--- src/rtl/hilihase_pkg.sv ---
// Shared types for the HILIHASE change-capture path: signal encoding and the
// event record handed from the capture stage to the DPI bridge.
package hilihase_pkg;

  localparam int ID_W_C = 8;
  localparam int TS_W_C = 32;

  typedef enum logic [1:0] {
    ENC_0 = 2'd0,
    ENC_1 = 2'd1,
    ENC_X = 2'd2,
    ENC_Z = 2'd3
  } sig_enc_t;

  // "time" is a keyword, so the timestamp field is named ts
  typedef struct packed {
    logic [ID_W_C-1:0] id;
    sig_enc_t          val;
    logic [TS_W_C-1:0] ts;
    logic              init;
  } event_t;

endpackage

--- src/rtl/hilihase_evt_fifo.sv ---
// First-word fall-through sync FIFO of event records. Storage is not reset;
// the head is forced to zero while empty so outputs read clean after reset.
module hilihase_evt_fifo
  import hilihase_pkg::*;
#(
  parameter int DEPTH = 16,
  localparam int AW = $clog2(DEPTH)
) (
  input  logic          clk,
  input  logic          rst,
  input  logic          push,
  input  event_t        wr_data,
  input  logic          pop,
  output event_t        rd_data,
  output logic          full,
  output logic          empty,
  output logic [AW:0]   level
);

  localparam logic [AW:0] PTR_ONE = (AW + 1)'(1);

  event_t      mem [DEPTH];
  logic [AW:0] wr_ptr;
  logic [AW:0] rd_ptr;
  logic        do_push;
  logic        do_pop;

  // A pop frees a slot in the same cycle, so a full FIFO can still accept.
  assign do_pop  = pop && !empty;
  assign do_push = push && (!full || do_pop);

  always_ff @(posedge clk) begin
    if (rst) begin
      wr_ptr <= '0;
      rd_ptr <= '0;
    end else begin
      if (do_push) wr_ptr <= wr_ptr + PTR_ONE;
      if (do_pop)  rd_ptr <= rd_ptr + PTR_ONE;
    end
  end

  always_ff @(posedge clk) begin
    if (do_push) mem[wr_ptr[AW-1:0]] <= wr_data;
  end

  assign level   = wr_ptr - rd_ptr;
  assign empty   = (level == '0);
  assign full    = level[AW];
  assign rd_data = empty ? '0 : mem[rd_ptr[AW-1:0]];

endmodule

--- src/rtl/hilihase_event_capture.sv ---
// Samples N_SIG encoded signals, latches changes with a timestamp, coalesces
// repeats while pending and serializes them lowest-index-first into a FIFO.
module hilihase_event_capture
  import hilihase_pkg::*;
#(
  parameter int N_SIG   = 8,
  parameter int ID_BASE = 1,
  parameter int ID_W    = ID_W_C,
  parameter int TS_W    = TS_W_C,
  parameter int DEPTH   = 16
) (
  input  logic                     clk,
  input  logic                     rst,
  input  logic [N_SIG-1:0]         sig_en,
  input  logic [2*N_SIG-1:0]       sig_val,
  output logic                     ev_valid,
  input  logic                     ev_ready,
  output logic [ID_W-1:0]          ev_id,
  output logic [1:0]               ev_val,
  output logic [TS_W-1:0]          ev_time,
  output logic                     ev_init,
  output logic [15:0]              coalesce_cnt,
  output logic [$clog2(DEPTH):0]   fifo_level
);

  localparam int SEL_W = (N_SIG > 1) ? $clog2(N_SIG) : 1;

  logic             first;
  logic [TS_W-1:0]  ts;
  logic [N_SIG-1:0] pending;
  logic [N_SIG-1:0] init_flag;
  logic [1:0]       prev  [N_SIG];
  logic [1:0]       lval  [N_SIG];
  logic [TS_W-1:0]  ltime [N_SIG];

  logic [N_SIG-1:0] change;
  logic [N_SIG-1:0] popped;
  logic [5:0]       coal_n;
  logic [SEL_W-1:0] sel;
  logic             any_pend;
  logic             push;
  logic             pop;
  logic             full;
  logic             empty;
  event_t           push_ev;
  event_t           head;

  function automatic logic [15:0] sat_add(input logic [15:0] a, input logic [5:0] b);
    logic [16:0] s;
    s = {1'b0, a} + 17'(b);
    return s[16] ? 16'hFFFF : s[15:0];
  endfunction

  // Priority arbiter: lowest pending index wins.
  always_comb begin
    any_pend = 1'b0;
    sel      = '0;
    for (int i = N_SIG - 1; i >= 0; i--) begin
      if (pending[i]) begin
        any_pend = 1'b1;
        sel      = SEL_W'(i);
      end
    end
  end

  assign pop  = ev_valid && ev_ready;
  assign push = any_pend && (!full || pop);

  always_comb begin
    push_ev      = '0;
    push_ev.id   = ID_W_C'(ID_BASE) + ID_W_C'(sel);
    push_ev.val  = sig_enc_t'(lval[sel]);
    push_ev.ts   = TS_W_C'(ltime[sel]);
    push_ev.init = init_flag[sel];
  end

  // A change on a still-pending signal that is not leaving this cycle loses an event.
  always_comb begin
    change = '0;
    popped = '0;
    coal_n = '0;
    for (int i = 0; i < N_SIG; i++) begin
      change[i] = sig_en[i] && (sig_val[2*i +: 2] != prev[i]);
      popped[i] = push && (sel == SEL_W'(i));
      if (!first && change[i] && pending[i] && !popped[i]) coal_n = coal_n + 6'd1;
    end
  end

  always_ff @(posedge clk) begin
    if (rst) begin
      first        <= 1'b1;
      ts           <= '0;
      pending      <= '0;
      coalesce_cnt <= '0;
    end else begin
      first        <= 1'b0;
      ts           <= ts + TS_W'(1);
      coalesce_cnt <= sat_add(coalesce_cnt, coal_n);
      for (int i = 0; i < N_SIG; i++) begin
        if (first)          pending[i] <= sig_en[i];
        else if (change[i]) pending[i] <= 1'b1;
        else if (popped[i]) pending[i] <= 1'b0;
      end
    end
  end

  // The init edge registers current values with time 0; later edges latch changes.
  always_ff @(posedge clk) begin
    for (int i = 0; i < N_SIG; i++) begin
      prev[i] <= sig_val[2*i +: 2];
      if (first ? sig_en[i] : change[i]) begin
        lval[i]      <= sig_val[2*i +: 2];
        ltime[i]     <= first ? '0 : ts;
        init_flag[i] <= first;
      end
    end
  end

  hilihase_evt_fifo #(.DEPTH(DEPTH)) u_fifo (
    .clk     (clk),
    .rst     (rst),
    .push    (push),
    .wr_data (push_ev),
    .pop     (pop),
    .rd_data (head),
    .full    (full),
    .empty   (empty),
    .level   (fifo_level)
  );

  assign ev_valid = !empty;
  assign ev_id    = ID_W'(head.id);
  assign ev_val   = head.val;
  assign ev_time  = TS_W'(head.ts);
  assign ev_init  = head.init;

endmodule

--- config.mk ---
export PLATFORM = sky130hd
export DESIGN_NAME = hilihase_event_capture
export DESIGN_NICKNAME = d
export VERILOG_FILES = /design/src/rtl/hilihase_pkg.sv /design/src/rtl/hilihase_evt_fifo.sv /design/src/rtl/hilihase_event_capture.sv
export SDC_FILE = /design/constraint.sdc
export NUM_CORES = 1
export LEC_CHECK = 0
export BUFFER_PORTS_ARGS = -buffer_cell sky130_fd_sc_hd__buf_2
export CAP_MARGIN = 20
export CORE_MARGIN = 2
export CORE_UTILIZATION = 50
export DETAILED_ROUTE_END_ITERATION = 8
export GPL_TIMING_DRIVEN = 0
export PLACE_DENSITY = 0.73
export SLEW_MARGIN = 25
export SYNTH_ARGS = -nofsm -noshare
export SYNTH_HDL_FRONTEND = slang
export SYNTH_SLANG_ARGS = --single-unit
export TNS_END_PERCENT = 10
--- constraint.sdc ---
create_clock -name clk -period 7.59 [get_ports clk]
set_clock_uncertainty 0.1 [all_clocks]
set_input_delay 0.3795 -clock clk [delete_from_list [all_inputs] [get_ports clk]]
set_output_delay 0.3795 -clock clk [all_outputs]
set_load 0.01 [all_outputs]
After elaboration in Yosys (flattened, before gate mapping)

Memories as Yosys holds them, arrays and structs flattened. A register that Yosys moved wholly into a read port is not among the register bits.
Cells that the tools add are included.

Add/sub/neg operators: 13
Multipliers: 0
Divide/modulo/power cells: 0
Order comparisons: 1
Equality and inequality tests: 15
Shift-type cells: 0
Multiplexer cells: 82
Bitwise logic cells: 0
Reductions and logical operators: 67

Operators by type and width:

| kind                    | count |
|---|---|
| $mux W1                 | 61 |
| $logic_and A1 B1 Y1     | 44 |
| $mux W43                | 1 |
| $add A6 B1 Y6 const B   | 7 |
| $mux W6                 | 7 |
| $add A32 B1 Y32 const B | 1 |
| $mux W32                | 1 |
| $mux W3                 | 8 |
| $reduce_bool A3 Y1      | 8 |
| $add A16 B6 Y17         | 1 |
| $mux W16                | 1 |
| $ne A2 B2 Y1            | 8 |
| $eq A3 B3 Y1 const B    | 4 |
| $logic_not A1 Y1        | 11 |
| $add A5 B1 Y5 const B   | 2 |
| $mux W4                 | 2 |
| $eq A3 B2 Y1 const B    | 2 |
| $logic_not A5 Y1        | 1 |
| $sub A5 B5 Y5           | 1 |
| $add A1 B3 Y4 const A   | 1 |
| $lt A3 B4 Y1 const B    | 1 |
| $bmux W1 S3             | 1 |
| $eq A3 B1 Y1 const B    | 1 |
| $logic_not A3 Y1        | 1 |
| $logic_or A1 B1 Y1      | 2 |

Flip-flop bits (word level): 75
Bits in latches: 0
RAM bits: 912
Bits in read-only memories: 0
Bits of input ports: 27
Output and inout bits: 65
Word-level logic and storage cells: 203
Memories: 4

Memory list:

| memory     | words | width | read ports | clocked after memory_dff | write ports | RTL line                     | RTL |
|---|---|---|---|---|---|---|---|
| u_fifo.mem | 16    | 39    | 1          | 1                        | 1           | hilihase_evt_fifo.sv:22      | `event_t mem [DEPTH];` |
| ltime      | 8     | 32    | 1          | 0                        | 8           | hilihase_event_capture.sv:34 | `logic [TS_W-1:0] ltime [N_SIG];` |
| lval       | 8     | 2     | 1          | 0                        | 8           | hilihase_event_capture.sv:33 | `logic [1:0] lval [N_SIG];` |
| prev       | 8     | 2     | 8          | 0                        | 8           | hilihase_event_capture.sv:32 | `logic [1:0] prev [N_SIG];` |

Logic depth before layout (Yosys ltp)

Gate-level depths: netlist (run 1).

Word-level depth: 29
Gate-level depth with buffers: 40
Mapped depth without buffers: 38

Modules after synthesis

Synthesis (run 1) repeated with hierarchy kept, for this count alone.

Cells, all modules: 2344
Area total of the unflattened synthesis: 41871.4 um^2

Modules (own cells, without submodules):

| module                 | instances | cells an instance | area an instance (um^2) | seq. area each (um^2) |
|---|---|---|---|---|
| hilihase_evt_fifo      | 1         | 1123              | 27047.2                 | 20940.1 |
| hilihase_event_capture | 1         | 1221              | 14824.2                 | 9869.5 |

Least setup slack after synthesis (run 1)

No wires, ideal clock.

Path kind: register -> register
From: register pending[6]
To: register coalesce_cnt[10]
Library setup time: 0.133 ns
Arrival time: 7.495 ns
Required time: 7.357 ns
Path slack: -0.138 ns
Cell stages (with the launch flop): 37
Buffers on the path: 3
Period minus slack after synthesis: 7.728 ns
Cells stage by stage: dfxtp_1 -> inv_1 -> a21oi_1 -> nor2_1 -> nor2_1 -> nor2_1 -> o21bai_1 -> clkbuf_1 -> buf_1 -> inv_1 -> ha_1 -> a21oi_1 -> ha_1 -> xor2_2 -> inv_1 -> ha_1 -> nand2_1 -> o21ai_0 -> ha_1 -> nand2_1 -> o31ai_2 -> ha_1 -> mux2_1 -> ha_1 -> mux2_2 -> ha_1 -> mux2_2 -> fa_1 -> a21oi_1 -> nor2_1 -> nor2_1 -> o21bai_1 -> a21oi_1 -> nand2b_1 -> or3_1 -> clkbuf_1 -> a21oi_1

Cells in the longest elaborated chain, start to end: 28
Elaborated cells between the ends (all ways): 65
Classes of those cells: add/sub: 8; eq/ne: 7; mux: 23; reduce/logical: 27

Ends and longest elaborated chain:

| what                                                           | RTL line                                                   | RTL |
|---|---|---|
| start: declaration                                             | hilihase_event_capture.sv:30                               | `logic [N_SIG-1:0] pending;` |
| start signal: indexed assignment                               | hilihase_event_capture.sv:100                              | `if (first) pending[i] <= sig_en[i];` |
| $mux W3 / $mux W1 (equally long branches) (7 in series)        | hilihase_event_capture.sv:59                               | `if (pending[i]) begin` |
| $logic_not A3 Y1 / $logic_and A1 B1 Y1 (equally long branches) | hilihase_event_capture.sv:84, hilihase_event_capture.sv:67 |  |
| $logic_and A1 B1 Y1                                            | hilihase_event_capture.sv:84                               | `popped[i] = push && (sel == SEL_W'(i));` |
| $logic_not A1 Y1                                               | hilihase_event_capture.sv:85                               | `if (!first && change[i] && pending[i] && !popped[i]) coal_n = coal_n + 6'd1;` |
| $logic_and A1 B1 Y1                                            | hilihase_event_capture.sv:85                               |  |
| $mux W1                                                        | hilihase_event_capture.sv:85                               |  |
| $add A6 B1 Y6                                                  | hilihase_event_capture.sv:85                               |  |
| $mux W6                                                        | hilihase_event_capture.sv:85                               |  |
| (+6 left out)                                                  | -                                                          |  |
| $add A6 B1 Y6                                                  | hilihase_event_capture.sv:85                               |  |
| $mux W6                                                        | hilihase_event_capture.sv:85                               |  |
| $add A6 B1 Y6                                                  | hilihase_event_capture.sv:85                               |  |
| $mux W6                                                        | hilihase_event_capture.sv:85                               |  |
| $add A6 B1 Y6                                                  | hilihase_event_capture.sv:85                               |  |
| $mux W6 (*)                                                    | hilihase_event_capture.sv:85                               |  |
| $add A16 B6 Y17 (*)                                            | hilihase_event_capture.sv:50                               | `s = {1'b0, a} + 17'(b);` |
| $mux W16 (*)                                                   | hilihase_event_capture.sv:51                               | `return s[16] ? 16'hFFFF : s[15:0];` |
| end signal: assignment                                         | hilihase_event_capture.sv:98                               | `coalesce_cnt <= sat_add(coalesce_cnt, coal_n);` |
| end: declaration                                               | hilihase_event_capture.sv:22                               | `output logic [15:0] coalesce_cnt,` |

Mark *: on every way between the ends. The rest lies on a longest branch, timed or not.
A chain may end at the register's enable or synchronous reset.

Final worst setup path (run 1)

From: register u_fifo.wr_ptr[0]
To: register coalesce_cnt[15]

Cells in the longest elaborated chain, start to end: 26
Elaborated cells between the ends (all ways): 48
Classes of those cells: add/sub: 9; mux: 9; reduce/logical: 30

Ends and longest elaborated chain:

| what                     | RTL line                      | RTL |
|---|---|---|
| start: declaration       | hilihase_evt_fifo.sv:23       | `logic [AW:0] wr_ptr;` |
| start signal: assignment | hilihase_evt_fifo.sv:37       | `if (do_push) wr_ptr <= wr_ptr + PTR_ONE;` |
| $sub A5 B5 Y5 (*)        | hilihase_evt_fifo.sv:46       | `assign level = wr_ptr - rd_ptr;` |
| $logic_not A5 Y1         | hilihase_evt_fifo.sv:47       | `assign empty = (level == '0);` |
| $logic_not A1 Y1         | hilihase_event_capture.sv:131 | `assign ev_valid = !empty;` |
| $logic_and A1 B1 Y1      | hilihase_event_capture.sv:66  | `assign pop = ev_valid && ev_ready;` |
| $logic_or A1 B1 Y1 (*)   | hilihase_event_capture.sv:67  | `assign push = any_pend && (!full \|\| pop);` |
| $logic_and A1 B1 Y1 (*)  | hilihase_event_capture.sv:67  |  |
| $logic_and A1 B1 Y1      | hilihase_event_capture.sv:84  |  |
| $logic_not A1 Y1         | hilihase_event_capture.sv:85  |  |
| (+10 left out)           | -                             |  |
| $add A6 B1 Y6            | hilihase_event_capture.sv:85  |  |
| $mux W6                  | hilihase_event_capture.sv:85  |  |
| $add A6 B1 Y6            | hilihase_event_capture.sv:85  |  |
| $mux W6                  | hilihase_event_capture.sv:85  |  |
| $add A6 B1 Y6            | hilihase_event_capture.sv:85  |  |
| $mux W6 (*)              | hilihase_event_capture.sv:85  |  |
| $add A16 B6 Y17 (*)      | hilihase_event_capture.sv:50  |  |
| $mux W16 (*)             | hilihase_event_capture.sv:51  |  |

Marked as above.

==> results.md, run 1 <==
* Share of the clock period used by the worst path at 0.959
* Worst flop-to-flop path startpoint: u_fifo.wr_ptr[0]$_SDFFE_PP0P_
* Die area at 80300 µm²
* CP Data Required Time at 7.99 ns
* Min-Delay Path Class: primary input to flip-flop
* Number of setup violations in the final report at 0
* Slowest cell delay on critical path at a little over 0.4 ns
* Fraction of the yosys area taken by sequential cells at 0.740
* Number of detailed-route iterations in the first pass at 7
* Average footprint of a synthesized cell at roughly 20 µm²
* Number of global-route vias before repair at approximately 21000
* Highest achievable clock rate at 137 MHz
* Total net switching power at between 4 and 5 mW
* Number of warnings issued by yosys at 0
* Number of buffer cells added on primary ports at between 80 and 90
* FF-to-FF setup slack at 0.31 ns
* Antenna violations before repair at 5
* Remaining antenna violation count after routing at 0
* Placed wire-length estimate at about 56000 µm
* Overall track demand over capacity in global routing at 0.226
* Detailed router's first-iteration violation count at around 2300
* Int Power at ~11 mW
* Master cell of the clock root buffer: clkbuf_16
* Share of layout cells above drive strength 1 at 0.282
* Final wirelength at roughly 90000 µm
* Total power per unit cell area at between 300 and 400 nW/µm²
* Number of diodes at 0
* Library cells used by synthesis at between 60 and 70
* Detailed-route wire length on metal 1 at ~35000 µm
* Final count of hold timing violations at 0
* Number of placed I/O pins at just over 90
* Min-Delay Path Depth at 3
* Top layer in use: met5
* Core area at approximately 77000 µm²
* Most common flop cell mapped by yosys: edfxtp_1
* Transition at the pin with the smallest max-transition slack at between 1 and 1.5 ns
* Number of nets in the finished design at 2287
* Die Ht at ~280 µm
* Wire length on met2 at ~45000 µm
* # rows at a little over 100
* Clock H-tree levels at 3
* Most common cell after layout, fill and taps aside: edfxtp_1
* CP bufs+invs at 4
* Type of origin of the critical path: flip-flop
* Routed via count at 19800
* Commonest cells after routing, fill and taps aside: edfxtp_1 (904), mux4_2 (265), nand2_1 (149)
* Width of the die at approximately 280 µm
* Area of the mapped netlist at approximately 39000 µm²
* Clock latency on the worst-skew pair at 0.68 ns
* Wire length of the first global-routing pass at 134000 µm
* Post-synth ARST share at 0
* Part of the total power dissipated in the clock network at 0.307
* Max-cap violations at 0
* Fraction of power spent switching nets at 0.284
* TritonCTS clock tree: built
* Outcome: completed
* Initial cell density of the core at 0.505
* Placer congestion estimate at approximately 0.8
* Cell family contributing the most delay on the critical path: adder cells
* Mean routed wirelength per cell at 26.8 µm
* Nature of the critical path endpoint: flip-flop
* DRC Markers at 0
* Max-slew violation count at 0
* TritonCTS sink count at a little under 1000
* Layout overhead on the synthesized area at 16.3%
* Final total negative setup slack at 0 ns
* Slowest library cell on the worst path: fa_2
* Final total power at roughly 15 mW
* Most used cell, CP: ha_1
* FF-to-FF End: coalesce_cnt[15]$_SDFF_PP0_
* Final setup slack of the worst path at 0.309 ns
* CTS buffer count at 96
* Worst-path maximum fanout at 10
* Overflow left after global routing at 0
* Minimum clock period after layout at roughly 7.3 ns
* CTS clk-pin slew, worst paths at approximately 0.060 ns
* Post-Syn Instances at just under 2000
* Endpoint with the worst hold slack: ltime[2][9]$_DFFE_PP_
* Signal arrival time at the worst endpoint at between 7 and 8 ns
* Leakage power at around 15 nW
* Setup CP Type: flip-flop to flip-flop
* Sequential group share of total power at 0.453
* Largest net degree at the start of global routing at 37
* Relative max-transition margin at 0.327
* Via-per-instance ratio at approximately 6
* Worst reg-to-reg path cell count at 36
* Flip-flop and latch count after synthesis at 991
* Setup WS pre-CTS at -1.26 ns
* Clock buffer depth at 3
* Met3 wire length at roughly 7400 µm
* Hold Path Origin: sig_en[2]
* Post-synth EDFFs at approximately 900
* Fraction of power consumed by combinational cells at 0.240
* Worst supply voltage drop on vdd at about 0.21 mV
synthesized netlist by cell type, types with 4 or more instances:
cell type	instances	area, µm²
mux2i_1	4	40.0
xor2_2	4	65.1
clkbuf_1	64	240
o21a_1	6	45.0
edfxtp_1	904	27100
a31oi_1	7	43.8
nand4_1	13	81.3
and4_1	4	35.0
o21ai_0	6	30.0
xor2_1	33	289
nor3_1	6	30.0
inv_1	23	86.3
and2_1	5	31.3
dfxtp_1	87	1740
buf_1	20	75.1
nor2_1	81	304
nand2_1	150	563
buf_4	6	45.0
ha_1	29	363
a21oi_1	34	170
xnor2_1	37	324
mux4_2	265	5970
nor2b_1	81	507
and3_1	8	50.1
or3_1	4	25.0
nand2b_1	4	25.0
nand3_1	21	105
final cells by class:
| class | instances | area, µm² |
|---|---|---|
| timing repair buffer | 171 | 1660 |
| tap | 1040 | 1300 |
| multi-input combinational | 852 | 9970 |
| fill | 5487 | 31900 |
| clock inverter | 42 | 380 |
| inverter | 25 | 93.8 |
| buffer | 92 | 428 |
| sequential | 991 | 28900 |
| clock buffer | 136 | 2680 |
how the worst max path moves through the flow:
stage	startpoint	endpoint	slack, ns	cells past startpoint
global placement	u_fifo.wr_ptr[0]$_SDFFE_PP0P_	u_fifo.mem[3][10]$_DFFE_PP_	-1.36	9
finish	u_fifo.wr_ptr[0]$_SDFFE_PP0P_	coalesce_cnt[15]$_SDFF_PP0_	0.31	36
CTS	u_fifo.wr_ptr[0]$_SDFFE_PP0P_	coalesce_cnt[13]$_SDFF_PP0_	0.05	34
floorplan	pending[6]$_SDFFE_PP0P_	coalesce_cnt[10]$_SDFF_PP0_	0.14	36
detailed placement	pending[6]$_SDFFE_PP0P_	coalesce_cnt[11]$_SDFF_PP0_	-1.26	36
global route	u_fifo.wr_ptr[0]$_SDFFE_PP0P_	coalesce_cnt[13]$_SDFF_PP0_	-0.02	38
cell families after synthesis:
logic type / synth area share
adder cells (fa/ha/maj): 0.0103
flip-flops: 0.740
AND/OR/NAND/NOR: 0.0479
multiplexers: 0.155
other: 0.0000961
XOR/XNOR: 0.0199
buffers and inverters: 0.0122
AO/OA/AOI/OAI: 0.0140
metal layers:
metal / global-route usage / vias to the layer above
met1: 0.304 / 10300
met3: 0.0415 / 173
met4: 0.0587 / 6
met5: 0 / -
met2: 0.382 / 924
li1: - / 8370
flip-flops by register name, indices dropped and copies added (netlist names), 5 cells and up, named ones only:
register       count
coalesce_cnt      16
ts                32
u_fifo.rd_ptr      5
u_fifo.mem       624
lval              16
ltime            256
u_fifo.wr_ptr      5
init_flag          8
pending            8
prev              16
stage by stage:
stage	hold slack, ns	instance area (µm²)	util	std cells
6_report	0.162	45400	0.587	3349
4_1_cts	0.115	45300	0.585	3345
3_3_place_gp	0.354	40800	0.527	3088
5_1_grt	0.133	45400	0.587	3349
2_1_floorplan	0.307	39000	-	1961
3_5_place_dp	0.356	41900	0.542	3143
power by group through the flow:
stage,clock network [mW],logic (mW),registers [mW]
2_1_floorplan,0,2.11,6.89
3_3_place_gp,0,3.31,6.96
3_5_place_dp,0,3.59,6.92
4_1_cts,4.67,3.64,6.82
5_1_grt,4.88,3.86,6.85
6_report,4.61,3.62,6.82
timing repair:
item / in CTS / in global routing
endpoints found under the setup margin: 16 / 16
hold buffers: 18 / 0
resized for setup: 18 / 26
endpoints found under the hold margin: 34 / 0
setup buffers: 7 / 4
pin swaps: 3 / 6
worst reg2reg max path, delay by kind of cell (launching register included):
kind	cells	cell delay, ns
buffers and inverters	4	0.43
DFF	1	0.37
and+or+nand+nor	10	1.15
AOI/OAI and AO/OA	9	1.38
muxes	4	1.13
adders and majority gates	9	2.52
(Power assumes the default switching activity.)
==> run 2, diff against run 1 <==
--- a/config.mk
+++ b/config.mk
@@ -8,10 +8,10 @@
 export BUFFER_PORTS_ARGS = -buffer_cell sky130_fd_sc_hd__buf_2
 export CAP_MARGIN = 20
 export CORE_MARGIN = 2
-export CORE_UTILIZATION = 50
+export CORE_UTILIZATION = 35
 export DETAILED_ROUTE_END_ITERATION = 8
 export GPL_TIMING_DRIVEN = 0
-export PLACE_DENSITY = 0.73
+export PLACE_DENSITY = 0.55
 export SLEW_MARGIN = 25
 export SYNTH_ARGS = -nofsm -noshare
 export SYNTH_HDL_FRONTEND = slang
==> run 2 against run 1 <==
  * Sequential power barely moved
  * Clock-buffer cell count fell by 6
  * Combinational power rose by 2%
  * Hold slack got worse by 0.12 ns
  * Wire length rose by 4.1%
  * Sequential share of layout area fell by 1.3 points
  * Clock power rose by 3%
  * Highest routed layer is now met4
  * Via count fell by 2.7%
  * Die area rose by 42%
==> results.md, run 2 (synthesis gave the netlist of run 1 again) <==
* Largest net degree at the start of global routing at 36
* Placed cell count at about 3600
* Slowest library cell on the worst path: fa_1
* Die Ht at 338 µm
* Signal arrival time at the worst endpoint at 7.63 ns
* Multi-input combinational cell area at between 9000 and 10000 µm²
* GR met2 Demand/Resource at 0.295
* Antenna violations before repair at 5
* Mean routed wirelength per cell at about 24 µm
* Setup crit start: pending[6]$_SDFFE_PP0P_
* Clock H-tree levels at 3
* Non-filler instance count after layout at around 3800
* Final wirelength at 93300 µm
* Relative max-transition margin at 0.313
* Most common cell after layout, fill and taps aside: edfxtp_1
* Total power per unit cell area at 328 nW/µm²
* Worst supply voltage drop on vdd at between 0.2 and 0.25 mV
* TritonCTS sink count at 991
* Layout overhead on the synthesized area at 18.8%
* Die area at approximately 110000 µm²
* Placer congestion estimate at between 0.8 and 0.9
* Overall track demand over capacity in global routing at 0.165
* Number of setup violations in the final report at 0
* Number of global-route vias before repair at 20500
* Global routing's busiest layer: met2
* Share of layout cells above drive strength 1 at 0.294
* Leakage power at approximately 15 nW
* Post-route cell area at around 46000 µm²
* Slowest cell delay on critical path at ~0.44 ns
* Final Hold Slack at 0.0417 ns
* Number of fillers in the final layout at approximately 9600
* CTS clk-pin slew, worst paths at approximately 0.06 ns
* Setup CP Type: flip-flop to flip-flop
* Worst flop-to-flop path startpoint: pending[6]$_SDFFE_PP0P_
* Minimum clock period after layout at ~7.2 ns
* # rows at between 100 and 150
* Via-per-instance ratio at about 5.0
* Nature of the critical path endpoint: flip-flop
* TritonCTS clock tree: built
* Final count of hold timing violations at 0
* Cell area after placement at 42700 µm²
* CP bufs+invs at 5
* Type of origin of the critical path: flip-flop
* CTS buffer count at approximately 100
* Commonest cells after routing, fill and taps aside: edfxtp_1 (904), mux4_2 (265), nand2_1 (150)
* Hold Path Origin: sig_en[5]
* Width of the die at between 300 and 400 µm
* Highest achievable clock rate at around 140 MHz
* Final total negative setup slack at 0 ns
* Clock latency on the worst-skew pair at approximately 0.67 ns
* Routed via count at 19300
* Most used cell, CP: nor2_1
* Initial cell density of the core at 0.353
* Share of the clock period used by the worst path at 0.944
* Clock buffer depth at 3
* Number of detailed-route iterations in the first pass at 6
* Max-slew violation count at 0
* Transition at the pin with the smallest max-transition slack at ~1 ns
* Setup WS pre-CTS at -1.58 ns
* GR Util met1 at 0.208
* Fin util at 0.419
* Number of placed I/O pins at a little over 90
* Area used by sequential logic in the layout at around 29000 µm²
* Master cell of the clock root buffer: clkbuf_16
* Min-Delay Path Class: primary input to flip-flop
* Number of nets in the finished design at 2308
* Met3 Resource Use GR at 0.0208
* Remaining antenna violation count after routing at 0
* Outcome: completed
* DRC Markers at 0
* Placed wire-length estimate at about 63000 µm
* Cell family contributing the most delay on the critical path: adder cells
* Final total power at approximately 15 mW
* Detailed router's first-iteration violation count at 1397
* Final setup slack of the worst path at around 0.43 ns
* Flip-flop count of the largest register after layout at around 620
* Overflow left after global routing at 0
* Core area at ~110000 µm²
* Worst-path maximum fanout at 8
* Max-cap violations at 0
* CP Data Required Time at about 8.1 ns
* Number of buffer cells added on primary ports at 87
* Wire length of the first global-routing pass at ~140000 µm
[run 2: routing by layer]
layer | wire [µm] | vias up
li1 | - | 8419
met1 | 38400 | 10200
met2 | 48700 | 506
met3 | 4200 | 130
met4 | 2030 | 0
met5 | 0 | -
[run 2: timing repair]
action,4_1_cts,5_1_grt
hold endpoints to repair,34,0
setup endpoints to repair,16,16
buffers inserted,2,12
gates resized for setup,18,19
hold buffers,18,0
pin swaps,3,8
cloned,1,0
[run 2: final timing paths]
check | to | slack, ns | cells past startpoint
worst max-delay path | coalesce_cnt[14]$_SDFF_PP0_ | 0.43 | 36
worst min-delay path | lval[5][1]$_DFFE_PP_ | 0.04 | 2
worst max register to register | coalesce_cnt[14]$_SDFF_PP0_ | 0.43 | 36
worst min register to register | ts[0]$_SDFF_PP0_ | 0.38 | 1
[run 2: power by group]
group          switching (mW)  internal (mW)  total [mW]
Combinational            2.19           1.51        3.70
Clock                    2.05           2.68        4.73
Sequential              0.110           6.68        6.79
[run 2: layout make-up]
type                       instances  share of cell area
antenna                            4            0.000216
sequential                       991               0.623
timing repair buffer             189              0.0423
tap                             1488              0.0402
clock inverter                    54             0.00939
inverter                          25             0.00216
multi-input combinational        852               0.215
clock buffer                     130              0.0588
buffer                            90             0.00923
==> run 3, diff against run 2 <==
--- a/config.mk
+++ b/config.mk
@@ -5,6 +5,7 @@
 export SDC_FILE = /design/constraint.sdc
 export NUM_CORES = 1
 export LEC_CHECK = 0
+export ABC_AREA = 1
 export BUFFER_PORTS_ARGS = -buffer_cell sky130_fd_sc_hd__buf_2
 export CAP_MARGIN = 20
 export CORE_MARGIN = 2
==> run 3 against run 2 <==
  * Fmax is 0.29% lower
  * Clock power is 4% higher
  * Register-to-register slack worse by 0.02 ns
  * Critical path depth is 2 higher
  * Synthesized cell count is 68% higher
  * Sequential cell count stayed put
  * Combinational power is 22% higher
  * Wire length is 33% higher
  * Clock-buffer cell count is 2 higher
  * Sequential power hardly changed
  * Non-clock buffer count is 105 higher
  * Synthesized area is 3.0% higher
  * Critical path type unchanged
  * Largest power group unchanged
==> results.md, run 3 <==
* Outcome: completed
* Max-slew violation count at 0
* Nature of the critical path endpoint: flip-flop
* Area of the mapped netlist at just over 40000 µm²
* Unrepaired setup endpoints after global routing: false
* Core area at around 110000 µm²
* Clock H-tree levels at 3
* Total power per unit cell area at about 340 nW/µm²
* Commonest cells after routing, fill and taps aside: edfxtp_1 (904), nand2_1 (516), nor2_1 (353)
* Placed cell count at slightly below 5000
* Wire length of the first global-routing pass at 179000 µm
* Most frequent cell after synthesis: edfxtp_1
* Slowest library cell on the worst path: clkbuf_1
* Relative max-transition margin at 0.286
* Area used by sequential logic in the layout at ~29000 µm²
* Setup CP Type: flip-flop to flip-flop
* Number of nets in the finished design at roughly 3600
* Slowest cell delay on critical path at 0.56 ns
* Post-synth ARST share at 0
* Fraction of power consumed by combinational cells at 0.278
* Number of setup violations in the final report at 0
* Minimum clock period after layout at 7.18 ns
* Number of warnings issued by yosys at 0
* Mean routed wirelength per cell at ~24 µm
* Transition at the pin with the smallest max-transition slack at between 1 and 1.5 ns
* CP Data Required Time at 8.09 ns
* TritonCTS sink count at slightly below 1000
* Cell types with the highest counts after synthesis: edfxtp_1 (904), nand2_1 (520), nor2_1 (370), a21oi_1 (261), o21ai_0 (222)
* Via-per-instance ratio at around 5.3
* Type of origin of the critical path: flip-flop
* Final setup slack of the worst path at 0.407 ns
* Non-filler instance count after layout at 5175
* Master cell of the clock root buffer: clkbuf_16
* Most common cell after layout, fill and taps aside: edfxtp_1
* Flip-flop count of the largest register after layout at 624
* Fraction of power spent switching nets at 0.335
* Number of placed I/O pins at 92
* Clock buffer depth at 3
* Part of the total power dissipated in the clock network at 0.303
* Final Hold Slack at ~0.24 ns
* Clock latency on the worst-skew pair at 0.70 ns
* Most used cell, CP: nand2_1
* Leakage power at around 17 nW
* Worst-path maximum fanout at 11
* Library cells used by synthesis at 57
* Final wirelength at approximately 120000 µm
* Most common flop cell mapped by yosys: edfxtp_1
* Layout overhead on the synthesized area at 19.2%
* Remaining antenna violation count after routing at 0
* CTS buffer count at between 100 and 150
* Worst reg-to-reg path cell count at 38
* Min-Delay Path Depth at 2
* Routed via count at about 27000
* FF-to-FF setup slack at a little over 0.4 ns
* Setup WS pre-CTS at -0.811 ns
* # rows at ~120
* Detailed router's first-iteration violation count at about 2800
* Overflow left after global routing at 0
* Main area contributors after synthesis: edfxtp_1 (68%), nand2_1 (4.9%), dfxtp_1 (4.3%)
* Signal arrival time at the worst endpoint at about 7.7 ns
* Total net switching power at 5.43 mW
* Placer congestion estimate at around 0.83
* Largest net degree at the start of global routing at 28
* Highest achievable clock rate at 139 MHz
* Sequential group share of total power at 0.419
* Post-Syn Instances at around 3300
* Placed wire-length estimate at 85600 µm
* Int Power at 10.8 mW
* Multi-input combinational cell area at between 10000 and 15000 µm²
* Average footprint of a synthesized cell at roughly 12 µm²
* Overall track demand over capacity in global routing at 0.207
* Post-synth EDFFs at around 900
* Number of global-route vias before repair at about 27000
* Share of layout cells above drive strength 1 at 0.120
* TritonCTS clock tree: built
* CTS clk-pin slew, worst paths at 0.06 ns
* Fin util at 0.420
* Worst supply voltage drop on vdd at between 0.2 and 0.25 mV
* Die area at ~120000 µm²
* Final total power at 16.2 mW
* Antenna violations before repair at 2
* Number of buffer cells added on primary ports at 87
* Final count of hold timing violations at 0
* Area fraction of the dominant cell type after synthesis at 0.675
* Fraction of the yosys area taken by sequential cells at 0.718
* DRC Markers at 0
* Width of the die at about 340 µm
* Min-Delay Path Class: primary input to flip-flop
* Initial cell density of the core at 0.352
* Library cell occupying the most area in the post-synthesis netlist: edfxtp_1
* Share of the clock period used by the worst path at 0.946
* Max-cap violations at 0
* Number of detailed-route iterations in the first pass at 7
* Flip-flop and latch count after synthesis at 991
* Die Ht at roughly 340 µm
* Number of fillers in the final layout at ~11000
==> run 3: cell count changes after synthesis, moves of 122 or more <==
cell / previous run / this run
a21oi_1: 34 / 261
nand2_1: 150 / 520
o21ai_0: 6 / 222
nor2_1: 81 / 370
mux4_2: 265 / 0
inv_1: 23 / 145
==> run 3: area by class of cell <==
cell class,instances,share of cell area
clock buffer,132,0.0564
tap,1512,0.0395
buffer,197,0.0169
antenna,2,0.000104
multi-input combinational,1939,0.218
timing repair buffer,187,0.0428
clock inverter,59,0.0111
inverter,156,0.0123
sequential,991,0.602
==> run 3: final timing paths <==
kind                                                    end                     from
worst min-delay path                          first$_DFF_P_                      rst
worst max-delay path            coalesce_cnt[14]$_SDFF_PP0_  pending[5]$_SDFFE_PP0P_
worst max register to register  coalesce_cnt[14]$_SDFF_PP0_  pending[5]$_SDFFE_PP0P_
worst min register to register             ts[0]$_SDFF_PP0_         ts[0]$_SDFF_PP0_
==> run 3: per-layer routing <==
metal / wire length (µm) / global-route usage / vias up
li1: - / - / 12600
met1: 51500 / 0.271 / 13500
met2: 60900 / 0.357 / 1011
met3: 8280 / 0.0304 / 211
met4: 3310 / 0.0623 / 0
met5: 0 / 0 / -
==> run 3: cell families after synthesis <==
group | count (synthesis) | share of synthesized area
AOI/OAI and AO/OA | 753 | 0.113
other | 1 | 0.0000932
DFF | 991 | 0.718
muxes | 18 | 0.00464
and+or+nand+nor | 1103 | 0.114
adders and majority gates | 31 | 0.0100
buffers and inverters | 355 | 0.0339
xor gates and xnor gates | 29 | 0.00632
==> run 3: through the flow <==
stage / TNS, ns / instance area, µm²
2_1_floorplan: 0 / 40200
5_1_grt: 0 / 47900
4_1_cts: 0 / 47800
6_report: 0 / 47900
3_5_place_dp: -11.37 / 44300
3_3_place_gp: -17.90 / 42600
==> run 3: repair_timing <==
item,CTS,global route
endpoints found under the hold margin,41,0
endpoints found under the setup margin,16,16
setup buffers,0,9
cloned,0,1
gates resized for setup,11,18
hold buffers,25,0
pin swaps,0,5
==> run 3: power by group through the flow <==
stage          Combinational (mW)  Sequential (mW)  Clock (mW)
5_1_grt                      4.80             6.82        5.17
2_1_floorplan                2.23             6.90           0
3_5_place_dp                 4.48             6.90           0
6_report                     4.51             6.79        4.92
3_3_place_gp                 4.11             6.97           0
4_1_cts                      4.50             6.79        4.97
==> run 3: worst max-delay path: cells and delay by family, from the launching register on <==
kind | cells | cell delay (ns)
buffers and inverters | 4 | 0.73
AO/OA/AOI/OAI | 8 | 1.18
AND/OR/NAND/NOR | 18 | 2.58
XOR/XNOR | 1 | 0.12
flip-flops | 1 | 0.33
adder cells (fa/ha/maj) | 7 | 2.01
